==> src/rtl/cdb_arb_pkg.sv <==
// Shared core types for the CDB arbiter: bus widths, the CDB beat record and FU port ordering.
package core_pkg;
  localparam int CDB_TAG_W  = 4;
  localparam int CDB_DATA_W = 32;

  typedef struct packed {
    logic                  wr;
    logic [CDB_TAG_W-1:0]  tag;
    logic [CDB_DATA_W-1:0] wdata;
  } cdb_beat_t;

  typedef enum logic [1:0] {
    FU_ALU = 2'd0,
    FU_MDU = 2'd1,
    FU_LSU = 2'd2,
    FU_BR  = 2'd3
  } fu_idx_e;

  // Round-robin pointer advance: the slot after the winner, wrapping at n.
  function automatic int rr_next(input int g, input int n);
    return (g == n - 1) ? 0 : g + 1;
  endfunction
endpackage

==> src/rtl/cdb_arb_if.sv <==
// FU result request bus plus the registered CDB broadcast. Perf counters exist only with CDB_ARB_PERF_EN.
interface cdb_arb_if #(
  parameter int N_REQ  = 4,
  parameter int TAG_W  = 4,
  parameter int DATA_W = 32
);
  logic                      flush;
  logic [N_REQ-1:0]          req_vld;
  logic [N_REQ*TAG_W-1:0]    req_tag;
  logic [N_REQ*DATA_W-1:0]   req_wdata;
  logic [N_REQ-1:0]          req_rdy;
  logic                      cdb_wr;
  logic [TAG_W-1:0]          cdb_tag;
  logic [DATA_W-1:0]         cdb_wdata;
`ifdef CDB_ARB_PERF_EN
  logic [N_REQ*32-1:0]       perf_grant_cnt;
  logic [31:0]               perf_conflict_cnt;
`endif

  modport master (
    output flush, req_vld, req_tag, req_wdata,
`ifdef CDB_ARB_PERF_EN
    input  perf_grant_cnt, perf_conflict_cnt,
`endif
    input  req_rdy, cdb_wr, cdb_tag, cdb_wdata
  );

  modport slave (
    input  flush, req_vld, req_tag, req_wdata,
`ifdef CDB_ARB_PERF_EN
    output perf_grant_cnt, perf_conflict_cnt,
`endif
    output req_rdy, cdb_wr, cdb_tag, cdb_wdata
  );
endinterface

==> src/rtl/cdb_arb_rr_arb.sv <==
// N-way round-robin picker: first set req bit at or after ptr (wrapping) wins, one-hot plus index.
module rr_arb #(
  parameter int N  = 4,
  parameter int IW = (N > 1) ? $clog2(N) : 1
) (
  input  logic [N-1:0]  req_i,
  input  logic [IW-1:0] ptr_i,
  output logic [N-1:0]  gnt_o,
  output logic [IW-1:0] gnt_idx_o,
  output logic          any_o
);
  logic [IW-1:0] idx;

  always_comb begin
    gnt_o     = '0;
    gnt_idx_o = '0;
    any_o     = 1'b0;
    idx       = '0;
    for (int k = 0; k < N; k++) begin
      idx = IW'((int'(ptr_i) + k) % N);
      if (!any_o && req_i[idx]) begin
        gnt_o[idx] = 1'b1;
        gnt_idx_o  = idx;
        any_o      = 1'b1;
      end
    end
  end
endmodule

==> src/rtl/cdb_arb.sv <==
// Common data bus arbiter: round-robin grant among FU result ports, winner registered onto the CDB.
// Optional CDB_ARB_PERF_EN adds saturating per-unit grant and conflict counters.
module cdb_arb
  import core_pkg::*;
#(
  parameter int N_REQ  = 4,
  parameter int TAG_W  = CDB_TAG_W,
  parameter int DATA_W = CDB_DATA_W
) (
  input  logic     clk,
  input  logic     rst_n,
  cdb_arb_if.slave bus
);
  localparam int IW = (N_REQ > 1) ? $clog2(N_REQ) : 1;

  logic [IW-1:0]    rr_ptr_q, rr_ptr_d, gnt_idx;
  logic [N_REQ-1:0] req_m, gnt;
  logic             any_gnt;
  logic [TAG_W-1:0] sel_tag;
  logic [DATA_W-1:0] sel_wdata;
  logic             cdb_wr_q;
  logic [TAG_W-1:0] cdb_tag_q;
  logic [DATA_W-1:0] cdb_wdata_q;

  // Flush and reset both suppress the grant, so req_rdy stays purely combinational from inputs.
  assign req_m = bus.req_vld & {N_REQ{rst_n & ~bus.flush}};

  rr_arb #(.N(N_REQ), .IW(IW)) u_rr (
    .req_i     (req_m),
    .ptr_i     (rr_ptr_q),
    .gnt_o     (gnt),
    .gnt_idx_o (gnt_idx),
    .any_o     (any_gnt)
  );

  assign bus.req_rdy = gnt;

  always_comb begin
    sel_tag   = '0;
    sel_wdata = '0;
    for (int i = 0; i < N_REQ; i++) begin
      if (gnt[i]) begin
        sel_tag   = bus.req_tag[i*TAG_W +: TAG_W];
        sel_wdata = bus.req_wdata[i*DATA_W +: DATA_W];
      end
    end
  end

  assign rr_ptr_d = any_gnt ? IW'(rr_next(int'(gnt_idx), N_REQ)) : rr_ptr_q;

  always_ff @(posedge clk or negedge rst_n) begin
    if (!rst_n) begin
      rr_ptr_q    <= '0;
      cdb_wr_q    <= 1'b0;
      cdb_tag_q   <= '0;
      cdb_wdata_q <= '0;
    end else begin
      rr_ptr_q    <= rr_ptr_d;
      cdb_wr_q    <= any_gnt;
      cdb_tag_q   <= sel_tag;
      cdb_wdata_q <= sel_wdata;
    end
  end

  assign bus.cdb_wr    = cdb_wr_q;
  assign bus.cdb_tag   = cdb_tag_q;
  assign bus.cdb_wdata = cdb_wdata_q;

`ifdef CDB_ARB_PERF_EN
  logic [N_REQ-1:0][31:0] perf_gnt_q;
  logic [31:0]            perf_cfl_q;

  always_ff @(posedge clk or negedge rst_n) begin
    if (!rst_n) begin
      perf_gnt_q <= '0;
      perf_cfl_q <= '0;
    end else begin
      for (int i = 0; i < N_REQ; i++)
        if (gnt[i] && perf_gnt_q[i] != '1) perf_gnt_q[i] <= perf_gnt_q[i] + 32'd1;
      if (!bus.flush && $countones(bus.req_vld) > 1 && perf_cfl_q != '1)
        perf_cfl_q <= perf_cfl_q + 32'd1;
    end
  end

  assign bus.perf_grant_cnt    = perf_gnt_q;
  assign bus.perf_conflict_cnt = perf_cfl_q;
`endif

  // Tag 0 means "no producer"; a granted result carrying it would corrupt wakeup.
  a_no_tag0: assert property (@(posedge clk) disable iff (!rst_n) any_gnt |-> sel_tag != '0);
endmodule

==> src/flat_wrapper.sv <==
// flat-port wrapper written by rule: the top's interface ports become plain ports
module cdb_arb_flat import core_pkg::*;
#(
  parameter int N_REQ  = 4,
  parameter int TAG_W  = CDB_TAG_W,
  parameter int DATA_W = CDB_DATA_W
)
  (clk, rst_n, bus_flush, bus_req_vld, bus_req_tag, bus_req_wdata, bus_req_rdy, bus_cdb_wr, bus_cdb_tag, bus_cdb_wdata);
  cdb_arb_if #(.N_REQ(N_REQ), .TAG_W(TAG_W), .DATA_W(DATA_W)) bus_i ();
  input  logic clk;
  input  logic rst_n;
  input wire logic [$bits(bus_i.flush)-1:0] bus_flush;
  input wire logic [$bits(bus_i.req_vld)-1:0] bus_req_vld;
  input wire logic [$bits(bus_i.req_tag)-1:0] bus_req_tag;
  input wire logic [$bits(bus_i.req_wdata)-1:0] bus_req_wdata;
  output wire logic [$bits(bus_i.req_rdy)-1:0] bus_req_rdy;
  output wire logic [$bits(bus_i.cdb_wr)-1:0] bus_cdb_wr;
  output wire logic [$bits(bus_i.cdb_tag)-1:0] bus_cdb_tag;
  output wire logic [$bits(bus_i.cdb_wdata)-1:0] bus_cdb_wdata;
  assign bus_i.flush = bus_flush;
  assign bus_i.req_vld = bus_req_vld;
  assign bus_i.req_tag = bus_req_tag;
  assign bus_i.req_wdata = bus_req_wdata;
  assign bus_req_rdy = bus_i.req_rdy;
  assign bus_cdb_wr = bus_i.cdb_wr;
  assign bus_cdb_tag = bus_i.cdb_tag;
  assign bus_cdb_wdata = bus_i.cdb_wdata;
  cdb_arb #(.N_REQ(N_REQ), .TAG_W(TAG_W), .DATA_W(DATA_W)) u_core (.clk(clk), .rst_n(rst_n), .bus(bus_i));
endmodule
==> config.mk <==
export PLATFORM = sky130hd
export DESIGN_NAME = cdb_arb_flat
export DESIGN_NICKNAME = d
export VERILOG_FILES = /design/src/rtl/cdb_arb_pkg.sv /design/src/rtl/cdb_arb_if.sv /design/src/rtl/cdb_arb_rr_arb.sv /design/src/rtl/cdb_arb.sv /design/src/flat_wrapper.sv
export SDC_FILE = /design/constraint.sdc
export NUM_CORES = 1
export LEC_CHECK = 0
export BUFFER_PORTS_ARGS = -buffer_cell sky130_fd_sc_hd__buf_2
export CAP_MARGIN = 10
export CORE_ASPECT_RATIO = 1.1
export CORE_MARGIN = 2
export CORE_UTILIZATION = 40
export DETAILED_ROUTE_END_ITERATION = 16
export PLACE_DENSITY = 0.77
export SYNTH_ARGS = -nofsm -noshare
export SYNTH_HDL_FRONTEND = slang
export SYNTH_SLANG_ARGS = --single-unit
==> constraint.sdc <==
create_clock -name clk -period 4.22 [get_ports clk]
set_clock_uncertainty 0.1 [all_clocks]
set_input_delay 0.211 -clock clk [delete_from_list [all_inputs] [get_ports clk]]
set_output_delay 0.211 -clock clk [all_outputs]
set_load 0.1 [all_outputs]
-- Word level (Yosys, flattened, before mapping)
Index checks and enable logic that the tools add are counted.
- bits of input ports: 151
- register bits: 39
- output and inout port bits: 41
- logic and storage cells: 70
- equality and inequality tests: 1
- bitwise gates (word level): 6
- muxes and demuxes: 37
- reduce and logical (&&, ||, !) cells: 10
- $add $sub $neg: 4
- magnitude comparators: 8
- operator list (cell ; number):
    2-to-1 mux 32 bit ; 4
    2-to-1 mux 4 bit ; 8
    < comparator 2 x 3 -> 1 bit (second input constant) ; 4
    2-to-1 mux 1 bit ; 12
    bitwise OR 4 bit ; 3
    2-to-1 mux 2 bit ; 5
    binary-select mux 1 bit (select 2 bit) ; 4
    demux 1 bit (select 2 bit) ; 4
    >= comparator 2 x 1 -> 1 bit (second input constant) ; 4
    logical AND 1 bit ; 7
    adder 2 x 1 -> 2 bit (second input constant) ; 2
    adder 2 bit (second input constant) ; 2
    bitwise AND 4 bit ; 1
    zero test 1 bit ; 3
    == test 2 x 1 -> 1 bit (second input constant) ; 1
    bitwise AND 1 bit ; 1
    inverter 1 bit ; 1

-- Depth between registers and ports, before layout
- word-level depth: 19
- gate-level depth with buffers: 14
- mapped depth without buffers: 10

-- Hierarchy
Synthesis repeated with hierarchy kept, for this count alone.
- cells, all modules: 224
- area, all modules: 2342.2 µm²
- modules (own cells, without submodules) (module ; seq. area each (µm²) ; area an instance (µm²) ; cells each ; instances):
    cdb_arb ; 975.9 ; 1923.1 ; 179 ; 1
    rr_arb ; 0.0 ; 419.2 ; 45 ; 1

-- Least setup slack after synthesis
No wires, ideal clock.
- path kind: flip-flop to flip-flop
- start: register (tool-made name)
- end: register u_core.cdb_wdata_q[25], in the netlist u_core.bus.cdb_wdata[25]
- buffers on the path: 5
- path slack: -0.221 ns
- required time: 4.025 ns
- period minus slack after synthesis: 4.441 ns
- stages on the path, launching flop included: 15
- arrival time: 4.246 ns
- library setup time: 0.095 ns
- path through: dfrtp_1 -> buf_6 -> buf_2 -> inv_1 -> ha_1 -> buf_6 -> nor2b_1 -> a21o_1 -> o32a_1 -> o211ai_1 -> and3_1 -> buf_6 -> buf_6 -> a221oi_2 -> o31ai_1
- RTL lines (item ; line ; source):
    end signal, assigned ; cdb_arb.sv:61 ; cdb_wdata_q <= sel_wdata;
    end, declared ; cdb_arb.sv:23 ; logic [DATA_W-1:0] cdb_wdata_q;

-- Final worst setup path
- start: register u_core.rr_ptr_q[1]
- end: output port bus_req_rdy[3]
- cells in the longest elaborated chain, start to end: 12
- ends and longest elaborated chain (item ; line ; source):
    start, declared ; cdb_arb.sv:16 ; logic [IW-1:0] rr_ptr_q, rr_ptr_d, gnt_idx;
    start signal, assigned ; cdb_arb.sv:58 ; rr_ptr_q <= rr_ptr_d;
    branches (longest 11 deep; another with < comparator 2 x 3 -> 1 bit) ; n/a ;
    2-to-1 mux 4 bit (*) ; cdb_arb_rr_arb.sv:21 ; if (!any_o && req_i[idx]) begin
    end, declared ; flat_wrapper.sv:16 ; output wire logic [$bits(bus_i.req_rdy)-1:0] bus_req_rdy;
Mark *: on every way between the ends. The select of a mux whose other input is x is not followed.

==> summary.txt <==
Status
  • Status: finished, final reports clean

Die
  • Die ar.: roughly 8000 µm²
  • # rows: 32
  • Vert. Die Dim: about 93 µm
  • IO Pins: 192
  • Core Area: slightly above 7000 µm²
  • Initial core utilization: approximately two fifths
  • Die width: 85.3 µm

CTS
  • Hold-fix buffers, CTS: 1
  • Root Driver: clkbuf_8
  • Worst skew pair latency: 0.28 ns
  • PostCTS Resize Cnt: 0
  • Num CTS Buffers: 5
  • Clock sink count: 39
  • Clk slew on worst S/H paths: around 0.08 ns
  • CTS max path bufs: 2
  • CTS H-tree lvls: 2
  • CTS tree: built
  • Post-CTS setup buffers: 0

Timing
  • Final hold viol count: 0
  • F_max: around 0.26 GHz
  • Worst Tran Pin Value: between 1 and 1.5 ns
  • Slew Viols, Final: 0
  • Unrepaired setup endpoints after global routing: no
  • Final setup vio count: 0
  • Setup total negative slack: 0 ns
  • Max_slew headroom: 31.1%
  • Final worst-path cycle share: about nine tenths
  • Min Tclk post-route: between 3 and 4 ns

Finish
  • Fin nets: ~640
  • Layout area overhead: 39.4%
  • Fill cells: between 600 and 700
  • Layout cell share with drive strength beyond 1: about 50%
  • Diode count: 0
  • Multi-input logic area: between 1500 and 2000 µm²
  • Sequential cell area: a little under 1000 µm²

Flow run
  • Max-cap violations: 0

Synthesis
  • Yosys top cell by area: dfrtp_1
  • Post-Syn Area: just under 3000 µm²
  • Syn Nets: about 470
  • Top-count cell post-synth: nand2_1
  • Syn Area/Cell: ~9.4 µm²
  • Mapped Cells: between 300 and 400
  • Share of the synthesized area in the top cell type: 33.6%
  • Top cells by area, synth: dfrtp_1 (34%), a221oi_2 (16%), o31ai_1 (9.6%)
  • EDFF count, synth: 0
  • Syn. warnings: 0
  • Commonest cells post-synth: nand2_1 (50), nor2_1 (47), dfrtp_1 (39), o31ai_1 (37), a221oi_2 (30)
  • Most used DFF post-synth: dfrtp_1
  • Synth async-reset ratio: 100%
  • Netlist cell types: 48
  • #FFs+latches synth: 39
  • Sequential cell area fraction in the yosys report: between 30% and 40%

Power and ir drop
  • Pleak: ~2.0 nW
  • Max VDD drop: 542 µV
  • Design Power: around 0.0029 W
  • Power Dens Cells: roughly 700 nW/µm²

Drt
  • Post-DR wirelength/cell: between 15 and 20 µm
  • DRC: 0
  • Via density per instance: 5.60
  • Length of routed wiring on met1: between 3000 and 4000 µm
  • WL final: between 10000 and 15000 µm
  • Vias: roughly 3200
  • DR iter-0 viols: 151
  • Top sig layer: met4
  • Pre-Repair DR Iteration Count: 4
  • Remaining antenna violation count after routing: 0
  • Met2 WL post-DR: between 5000 and 6000 µm
  • Wire length on met3: between 700 and 800 µm

Critical path
  • Critical path launch point type: flop
  • R2R Path Start: u_core.rr_ptr_q[1]
  • Reg2reg setup slack: roughly 0.45 ns
  • RR Endpoint: u_core.bus.cdb_tag[3]
  • CP Max Fanout: 22
  • CP endpoint kind: primary output
  • Worst Setup EP: bus_req_rdy[3]
  • R2r worst-path depth: 9
  • Kind of critical path: reg2out
  • Critical Path Source: u_core.rr_ptr_q[1]
  • Critical path required time: between 3 and 4 ns
  • WP data arrival: about 3.6 ns

GRT
  • Global-route wire length before repair: around 15000 µm
  • Largest net degree at the start of global routing: 53
  • Vias in the first global route: 3016
  • GRT Total Usage: about a quarter
  • Initial antenna violation count: 0
  • Total grt overflow: 0

Min path
  • Worst Hold Class: in2reg

Placement
  • Buffers on Ports: 191
  • DPL Wire Length: 7800 µm
  • GP Congestion: ~0.95
==> layout by cell type, fill, tap and decap left out, types with 3 or more instances in the layout <==
cell type,instances
a21oi_1,5
a221oi_1,7
a221oi_2,30
and2_1,4
buf_12,5
buf_2,189
buf_4,4
clkbuf_8,6
dfrtp_1,39
ha_1,6
mux2i_1,4
nand2_1,50
nor2_1,47
nor2b_1,3
o21ai_0,6
o31ai_1,37
==> sequential cells by signal, summed over array words and instances (netlist names), named ones only <==
name,count
u_core.bus.cdb_wdata,32
u_core.bus.cdb_tag,4
u_core.bus.cdb_wr,1
u_core.rr_ptr_q,1
==> cell type report <==
class,instances,share of cell area (%)
clock buffer,6,2.04
multi-input combinational,237,43.2
tap,85,2.63
clock inverter,2,0.865
inverter,3,0.340
sequential,39,24.1
timing repair buffer,199,26.8
==> stage by stage <==
step / util [%] / instances / cell area [µm²] / setup slack, ns / hold slack [ns]
after floorplan: - / 309 / 2940 / 0.0292 / -0.185
after detailed placement: 55.6 / 562 / 3920 / 0.468 / -0.0560
after global placement: 55.6 / 562 / 3920 / 0.620 / -0.0568
final: 57.5 / 571 / 4050 / 0.338 / 0.0217
after global routing: 57.5 / 571 / 4050 / 0.116 / 0.0178
after CTS: 57.5 / 571 / 4050 / 0.342 / 0.00549
==> worst min-delay path by stage <==
stage,start,to,slack [ns],depth (start not counted)
after floorplan,rst_n,asynchronous set/reset pin,-0.18,0
after global placement,rst_n,asynchronous set/reset pin,-0.06,1
after detailed placement,rst_n,asynchronous set/reset pin,-0.06,1
after CTS,bus_req_wdata[120],u_core.bus.cdb_wdata[24],0.005,3
after global routing,bus_req_wdata[122],u_core.bus.cdb_wdata[26],0.02,3
final,bus_req_wdata[120],u_core.bus.cdb_wdata[24],0.02,3
==> cells by family (layout without fill, tap and decap cells) <==
kind of cell	count (synthesis)	after routing	synth area share, %
adder cells (fa/ha/maj)	7	7	3.01
AND/OR/NAND/NOR	119	119	17.9
AO/OA/AOI/OAI	102	102	34.8
multiplexers	8	8	3.70
buffers and inverters	33	210	6.72
XOR/XNOR	1	1	0.302
flip-flops	39	39	33.6
==> critical path, stage by stage (launching register included) <==
cell and delay (ns):
dfrtp_1 0.59, inv_1 0.25, ha_4 0.40, or4bb_1 0.48, o22ai_1 0.21, nor2_1 0.09, nor2_1 0.26, a221o_2 0.49
buf_2 0.51
==> where the power goes <==
part	switching [W]	internal (W)	total (W)
clock network	0.000137	0.000192	0.000329
registers	0.0000441	0.000484	0.000528
logic	0.00141	0.000583	0.00200
==> layer usage <==
metal / track usage, % / vias to the layer above
li1: - / 1514
met1: 30.4 / 1515
met2: 41.7 / 144
met3: 5.03 / 23
met4: 9.92 / 0
met5: 0 / -
Power figures use the tool's default switching activity.
